[src/rtl/mem_lsu.sv]
// mem_lsu: single-outstanding load/store unit in front of a 32-bit synchronous RAM
// with active-low byte-lane selects. Handles byte/half/word accesses, alignment and
// range checking, store-data replication and load-data alignment/extension.
module mem_lsu #(
    parameter int unsigned RAM_AW = 13
) (
    input  logic              clk,
    input  logic              rst,
    input  logic              req_valid,
    output logic              req_ready,
    input  logic              req_we,
    input  logic [1:0]        req_size,
    input  logic              req_signed,
    input  logic [31:0]       req_addr,
    input  logic [31:0]       req_wdata,
    output logic              resp_valid,
    input  logic              resp_ready,
    output logic [31:0]       resp_rdata,
    output logic              resp_err,
    output logic [RAM_AW-1:0] ram_address,
    output logic [31:0]       ram_din,
    output logic              ram_rnw,
    output logic [3:0]        ram_cs_b,
    input  logic [31:0]       ram_dout
);

    typedef enum logic [1:0] {
        IDLE,
        ACCESS,
        RDATA,
        RESP
    } state_t;

    state_t state_q, state_d;

    logic              we_q;
    logic [1:0]        size_q;
    logic              signed_q;
    logic [1:0]        lane_q;
    logic [3:0]        mask_q;
    logic [RAM_AW-1:0] ram_address_q;
    logic [31:0]       ram_din_q;
    logic [31:0]       resp_rdata_q;
    logic              resp_err_q;

    logic              accept;
    logic              req_err;
    logic [3:0]        req_mask;
    logic [31:0]       req_din;
    logic [31:0]       shifted;
    logic [31:0]       load_data;

    assign accept = req_valid && (state_q == IDLE);

    // Decode the incoming request: legality, lane mask and replicated store data
    always_comb begin
        req_err  = 1'b0;
        req_mask = 4'b1111;
        req_din  = req_wdata;
        case (req_size)
            2'b00: begin
                req_mask = ~(4'b0001 << req_addr[1:0]);
                req_din  = {4{req_wdata[7:0]}};
            end
            2'b01: begin
                req_err  = req_addr[0];
                req_mask = req_addr[1] ? 4'b0011 : 4'b1100;
                req_din  = {2{req_wdata[15:0]}};
            end
            2'b10: begin
                req_err  = |req_addr[1:0];
                req_mask = 4'b0000;
            end
            default: begin
                req_err  = 1'b1;
            end
        endcase
        if (|req_addr[31:RAM_AW+2]) begin
            req_err = 1'b1;
        end
    end

    // Select, right-justify and extend the addressed lane(s) of the RAM read data
    always_comb begin
        shifted   = ram_dout >> {lane_q, 3'b000};
        load_data = ram_dout;
        case (size_q)
            2'b00:   load_data = {{24{signed_q & shifted[7]}}, shifted[7:0]};
            2'b01:   load_data = {{16{signed_q & shifted[15]}}, shifted[15:0]};
            default: load_data = ram_dout;
        endcase
    end

    // State register
    always_ff @(posedge clk or posedge rst) begin
        if (rst) begin
            state_q <= IDLE;
        end else begin
            state_q <= state_d;
        end
    end

    // Next-state logic
    always_comb begin
        state_d = state_q;
        case (state_q)
            IDLE:    if (req_valid) state_d = req_err ? RESP : ACCESS;
            ACCESS:  state_d = we_q ? RESP : RDATA;
            RDATA:   state_d = RESP;
            RESP:    if (resp_ready) state_d = IDLE;
            default: state_d = IDLE;
        endcase
    end

    // Request capture, RAM-side registers and response data
    // RAM address/data/mask are only loaded for legal requests so they hold otherwise
    always_ff @(posedge clk or posedge rst) begin
        if (rst) begin
            we_q          <= 1'b0;
            size_q        <= 2'b00;
            signed_q      <= 1'b0;
            lane_q        <= 2'b00;
            mask_q        <= 4'b1111;
            ram_address_q <= '0;
            ram_din_q     <= '0;
            resp_rdata_q  <= '0;
            resp_err_q    <= 1'b0;
        end else begin
            if (accept) begin
                we_q         <= req_we;
                size_q       <= req_size;
                signed_q     <= req_signed;
                lane_q       <= req_addr[1:0];
                resp_err_q   <= req_err;
                resp_rdata_q <= '0;
                if (!req_err) begin
                    ram_address_q <= req_addr[RAM_AW+1:2];
                    ram_din_q     <= req_din;
                    mask_q        <= req_mask;
                end
            end
            if (state_q == RDATA) begin
                resp_rdata_q <= load_data;
            end
        end
    end

    // Output decode from state
    always_comb begin
        req_ready   = (state_q == IDLE);
        resp_valid  = (state_q == RESP);
        ram_cs_b    = (state_q == ACCESS) ? mask_q : 4'b1111;
        ram_rnw     = (state_q == ACCESS) ? !we_q : 1'b1;
        ram_address = ram_address_q;
        ram_din     = ram_din_q;
        resp_rdata  = resp_rdata_q;
        resp_err    = resp_err_q;
    end

endmodule

[config.mk]
export PLATFORM = sky130hd
export DESIGN_NAME = mem_lsu
export DESIGN_NICKNAME = d
export VERILOG_FILES = /design/src/rtl/mem_lsu.sv
export SDC_FILE = /design/constraint.sdc
export NUM_CORES = 1
export LEC_CHECK = 0
export BUFFER_PORTS_ARGS = -buffer_cell sky130_fd_sc_hd__buf_2
export CORE_ASPECT_RATIO = 1.2
export CORE_MARGIN = 1.5
export CORE_UTILIZATION = 43
export DETAILED_ROUTE_END_ITERATION = 8
export PLACE_DENSITY = 0.76
export SYNTH_ARGS = -nofsm -noshare
export SYNTH_HDL_FRONTEND = slang
export SYNTH_SLANG_ARGS = --single-unit
[constraint.sdc]
create_clock -name clk -period 2.8 [get_ports clk]
set_input_delay 0.42 -clock clk [delete_from_list [all_inputs] [get_ports clk]]
set_output_delay 0.42 -clock clk [all_outputs]
set_load 0.01 [all_outputs]
# After elaboration in Yosys (flattened, before gate mapping)

Cells that the tools add are included.

Equal/unequal tests: 8
Shift operators: 2
Mux-type cells: 15
Bitwise operators: 4
Reductions and logical operators: 10

Operators with widths:

| kind                | count |
|---|---|
| $pmux 32 s2         | 2 |
| $mux 32             | 2 |
| $shr 32x5->16       | 1 |
| $reduce_or 17->1    | 1 |
| $pmux 4 s3          | 1 |
| $mux 4              | 2 |
| $pmux 2 s4          | 1 |
| $eq 2x1->1 const B  | 3 |
| $eq 2x2->1 const B  | 3 |
| $logic_not 2->1     | 3 |
| $mux 2              | 3 |
| $not 4->4           | 1 |
| $reduce_and 2->1    | 2 |
| $shl 1x2->4 const A | 1 |
| $mux 1              | 3 |
| $pmux 1 s3          | 1 |
| $and 1x1->1         | 2 |
| $ne 2x1->1 const B  | 1 |
| $ne 2x2->1 const B  | 1 |
| $reduce_bool 2->1   | 1 |
| $reduce_or 2->1     | 1 |
| $logic_and 1x1->1   | 1 |
| $logic_not 1->1     | 1 |
| $not 1->1           | 1 |

Flip-flop bits (word level): 90
Input port bits: 104

# Depth between registers and ports, before layout

Word-level depth: 6
Mapped depth: 8
Gate-level depth less buffers: 6

# Least setup slack after synthesis

OpenSTA, ideal clock, no wires.

Kind: flip-flop to flip-flop
Start point: register state_q[0]
End point: register ram_din_q[10] (netlist: ram_din[10])
Setup time: 125 ps
Arrival time: 1998 ps
Setup slack: 678 ps
Cell stages (with the launch flop): 7
Path buffers: 1
Period minus slack after synthesis: 2122 ps
Path through: dfrtp_1 inv_1 ha_1 nand2_1 nor4_4 buf_6 mux2_2

Word-level cells in the longest chain between the ends: 3

Ends and longest elaborated chain:

| what                       | line | RTL |
|---|---|---|
| start: declaration         | 34   | `state_t state_q, state_d;` |
| start signal: assignment   | 99   | `state_q <= state_d;` |
| $logic_not 2->1            | n/a  |  |
| net req_ready              | 10   | `output logic req_ready,` |
| $logic_and 1x1->1          | 53   | `assign accept = req_valid && (state_q == IDLE);` |
| $reduce_and 2->1 (no line) | n/a  |  |
| end signal: assignment     | 138  | `ram_din_q <= req_din;` |
| end: declaration           | 42   | `logic [31:0] ram_din_q;` |

The timed path passes the listed nets, and every way through them passes these cells.
A chain may end at the register's enable or synchronous reset.

# Final worst setup path

Start point: register state_q[0]
End point: register resp_rdata_q[24] (netlist: resp_rdata[24])

Word-level cells in the longest chain between the ends: 3

Ends and longest elaborated chain:

| what                        | line | RTL |
|---|---|---|
| $logic_not 2->1             | 53   |  |
| $logic_and 1x1->1           | 53   |  |
| $reduce_bool 2->1 (no line) | n/a  |  |
| end signal: assignment      | 143  | `resp_rdata_q <= load_data;` |
| end: declaration            | 43   | `logic [31:0] resp_rdata_q;` |

Parallel ways exist; a longest one is shown, timed or not.

==> impl_metrics.yaml <==
setup_path:
  worst-path-buf-inv: 2
  path_cells: "inv_1 -> ha_1 -> buf_4 -> nand2b_1 -> nor4_4 -> a221o_1"
  critPathRequiredTime_ns: 3.06
  path_class: "reg -> reg"
  slowest_stage: "nor4_4"
  path_max_fanout: 18
  startpoint_type: "flip-flop"
  critical_path.top_delay_family: "simple AND/OR/NAND/NOR gates"
  worstPathArrival_ns: 2.46
  critPathMaxStageDelay_ns: 0.77
  r2r-start: "state_q[0]"
  cp-end-kind: "flip-flop"
  rrSetupSlack_ns: 0.60
  critPathLaunch: "state_q[0]"
clock_tree:
  cts_root_buffer: "clkbuf_16"
  tritoncts: "yes"
  hold_buffers: 0
  worstSkewPairLatency_ns: 0.33
  ctsLongestPathBuffers: 2
  h-tree-depth: 3
  post-cts-setup-buffers: 0
  numCtsBuffers: 9
  cts.sinks: 90
  clkTransAtPathRegs_ns: 0.06
  cts_resized: 0
power_and_ir_drop:
  ir_worst_vdd_uv: 315
  powerDensity_nw_per_um2: 809
  power_mw: 4.70
  leakagePower_nw: 3.07
routing:
  routed_wl_mm: 11.6
  vias: 3751
  wl_per_cell_um: 16.7
  vias_per_cell: 5.42
  drc: 0
  ant_nets: 0
  first_pass_iters: 6
  dr.first_iter.drc_count: 91
final_layout:
  drive_gt1_share_pct: 51.8
  finalNetCount: 670
  final_core_util_pct: 57.8
  antenna_cells: 0
  stdcell_area_um2: 5810
  syn_to_final_growth_pct: 30.8
timing:
  max_freq_ghz: 0.456
  finalHoldViolCount: 0
  rsz0062_at_grt: "false"
  post-route-min-period_ns: 2.20
  slew_headroom_pct: 30.6
  tightest_slew_ns: 1.04
  finalCritPeriodShare_pct: 78.4
  hold_slack_ns: 0.187
  setup_tns_ns: 0
  clock_skew_ns: 0.00539
  final-max-slew-violation-count: 0
  setup_violations: 0
synth:
  synth_flop_cell: "dfrtp_1"
  synth.top_cells.by_count: "86 x dfrtp_1, 67 x mux2_2, 28 x nand2_1, 28 x o21ai_0, 16 x a221o_1"
  synth_edf_count: 0
  syn-cell-area_um2: 4450
  synth_seq_cells: 90
  synth_top_area_share_pct: 48.4
  synth_top_area_cell: "dfrtp_1"
  synthTopCellsByArea: "dfrtp_1 48%, mux2_2 17%, a221o_1 3.6%"
  netlist_instances: 375
  ys_seq_area_share_pct: 50.8
  async_reset_ff_share_pct: 100
  yosysMostFrequentCell: "dfrtp_1"
  synthDistinctLibCells: 44
  yosys_warnings: 0
  synth_nets: 484
  avgSynthCellArea_um2: 11.9
die:
  die-area_um2: 11000
  rows: 40
  io_pins: 189
  start_util_pct: 44.2
  die_w_um: 95.8
  die_h_um: 114
  coreArea_um2: 10100
place:
  place_area_um2: 5520
  hpwl_mm: 8.83
  port_buffers: 188
  place_congestion: 0.827
global_route:
  grt_max_degree: 51
  grt-ovfl-total: 0
  grt_pass1_wl_mm: 17.8
  grt_pass1_vias: 3735
  antenna_found_initial: 0
  grt_usage_pct: 21.3
job:
  cap_violations: 0
worst_hold_path:
  hold_class: "in -> async"
outcome:
  status: "finished clean"
-- where the power goes --
group / switching, mW / total [mW] / internal [mW]
Combinational: 0.980 / 1.75 / 0.770
Clock: 0.496 / 1.21 / 0.717
Sequential: 0.181 / 1.74 / 1.56
Total: 1.66 / 4.70 / 3.05
-- path summary, 6_finish.rpt --
check / end / depth (start not counted)
max reg2reg: resp_rdata[24] / 6
min reg2reg: resp_err / 2
min: ram_address[11] / 2
max: resp_rdata[24] / 6
min in group clk: ram_address[8] / 2
max in group asynchronous: mask_q[2] / 3
-- state kept, by name, indices dropped and copies added, names as in the netlist --
name	cells
lane_q	2
we_q	1
resp_err	1
resp_rdata	32
signed_q	1
state_q	2
mask_q	4
ram_din	32
size_q	2
ram_address	13
-- stage by stage --
stage	instances	setup slack, ns
after floorplan	375	0.0514
after global placement	676	0.469
after detailed placement	676	0.438
after CTS	692	0.563
after global routing	692	0.459
final	692	0.605
-- cell usage in the layout, fill, tap and decap left out, types with 12 or more instances in the layout --
cell / instances
a221o_1: 16
dfrtp_1: 86
mux2_2: 67
nor2_1: 12
nand2_1: 28
mux2i_1: 14
nand2b_1: 12
buf_2: 188
o21ai_0: 28
a21oi_1: 12
-- metal layers --
metal / vias up / track usage, % / wire (um)
met5: - / 0 / 0
li1: 1748 / - / -
met2: 153 / 38.0 / 5980
met4: 0 / 8.14 / 225
met1: 1834 / 23.2 / 4460
met3: 16 / 6.37 / 906
-- area by class of cell --
| type | count | area, um2 |
|---|---|---|
| clock inverter | 4 | 51.3 |
| fill | 836 | 4250 |
| timing repair buffer | 198 | 1040 |
| tap | 126 | 158 |
| inverter | 11 | 42.5 |
| multi-input combinational | 251 | 2020 |
| sequential | 90 | 2260 |
| clock buffer | 12 | 246 |
-- cell families after synthesis --
family | after synthesis | share of synthesized area [%]
and+or+nand+nor | 72 | 8.75
muxes | 86 | 21.6
adders and majority gates | 5 | 1.41
buffers and inverters | 34 | 3.91
DFF | 90 | 50.8
AOI/OAI and AO/OA | 88 | 13.5
No activity file was read; power rests on OpenSTA's default activity.
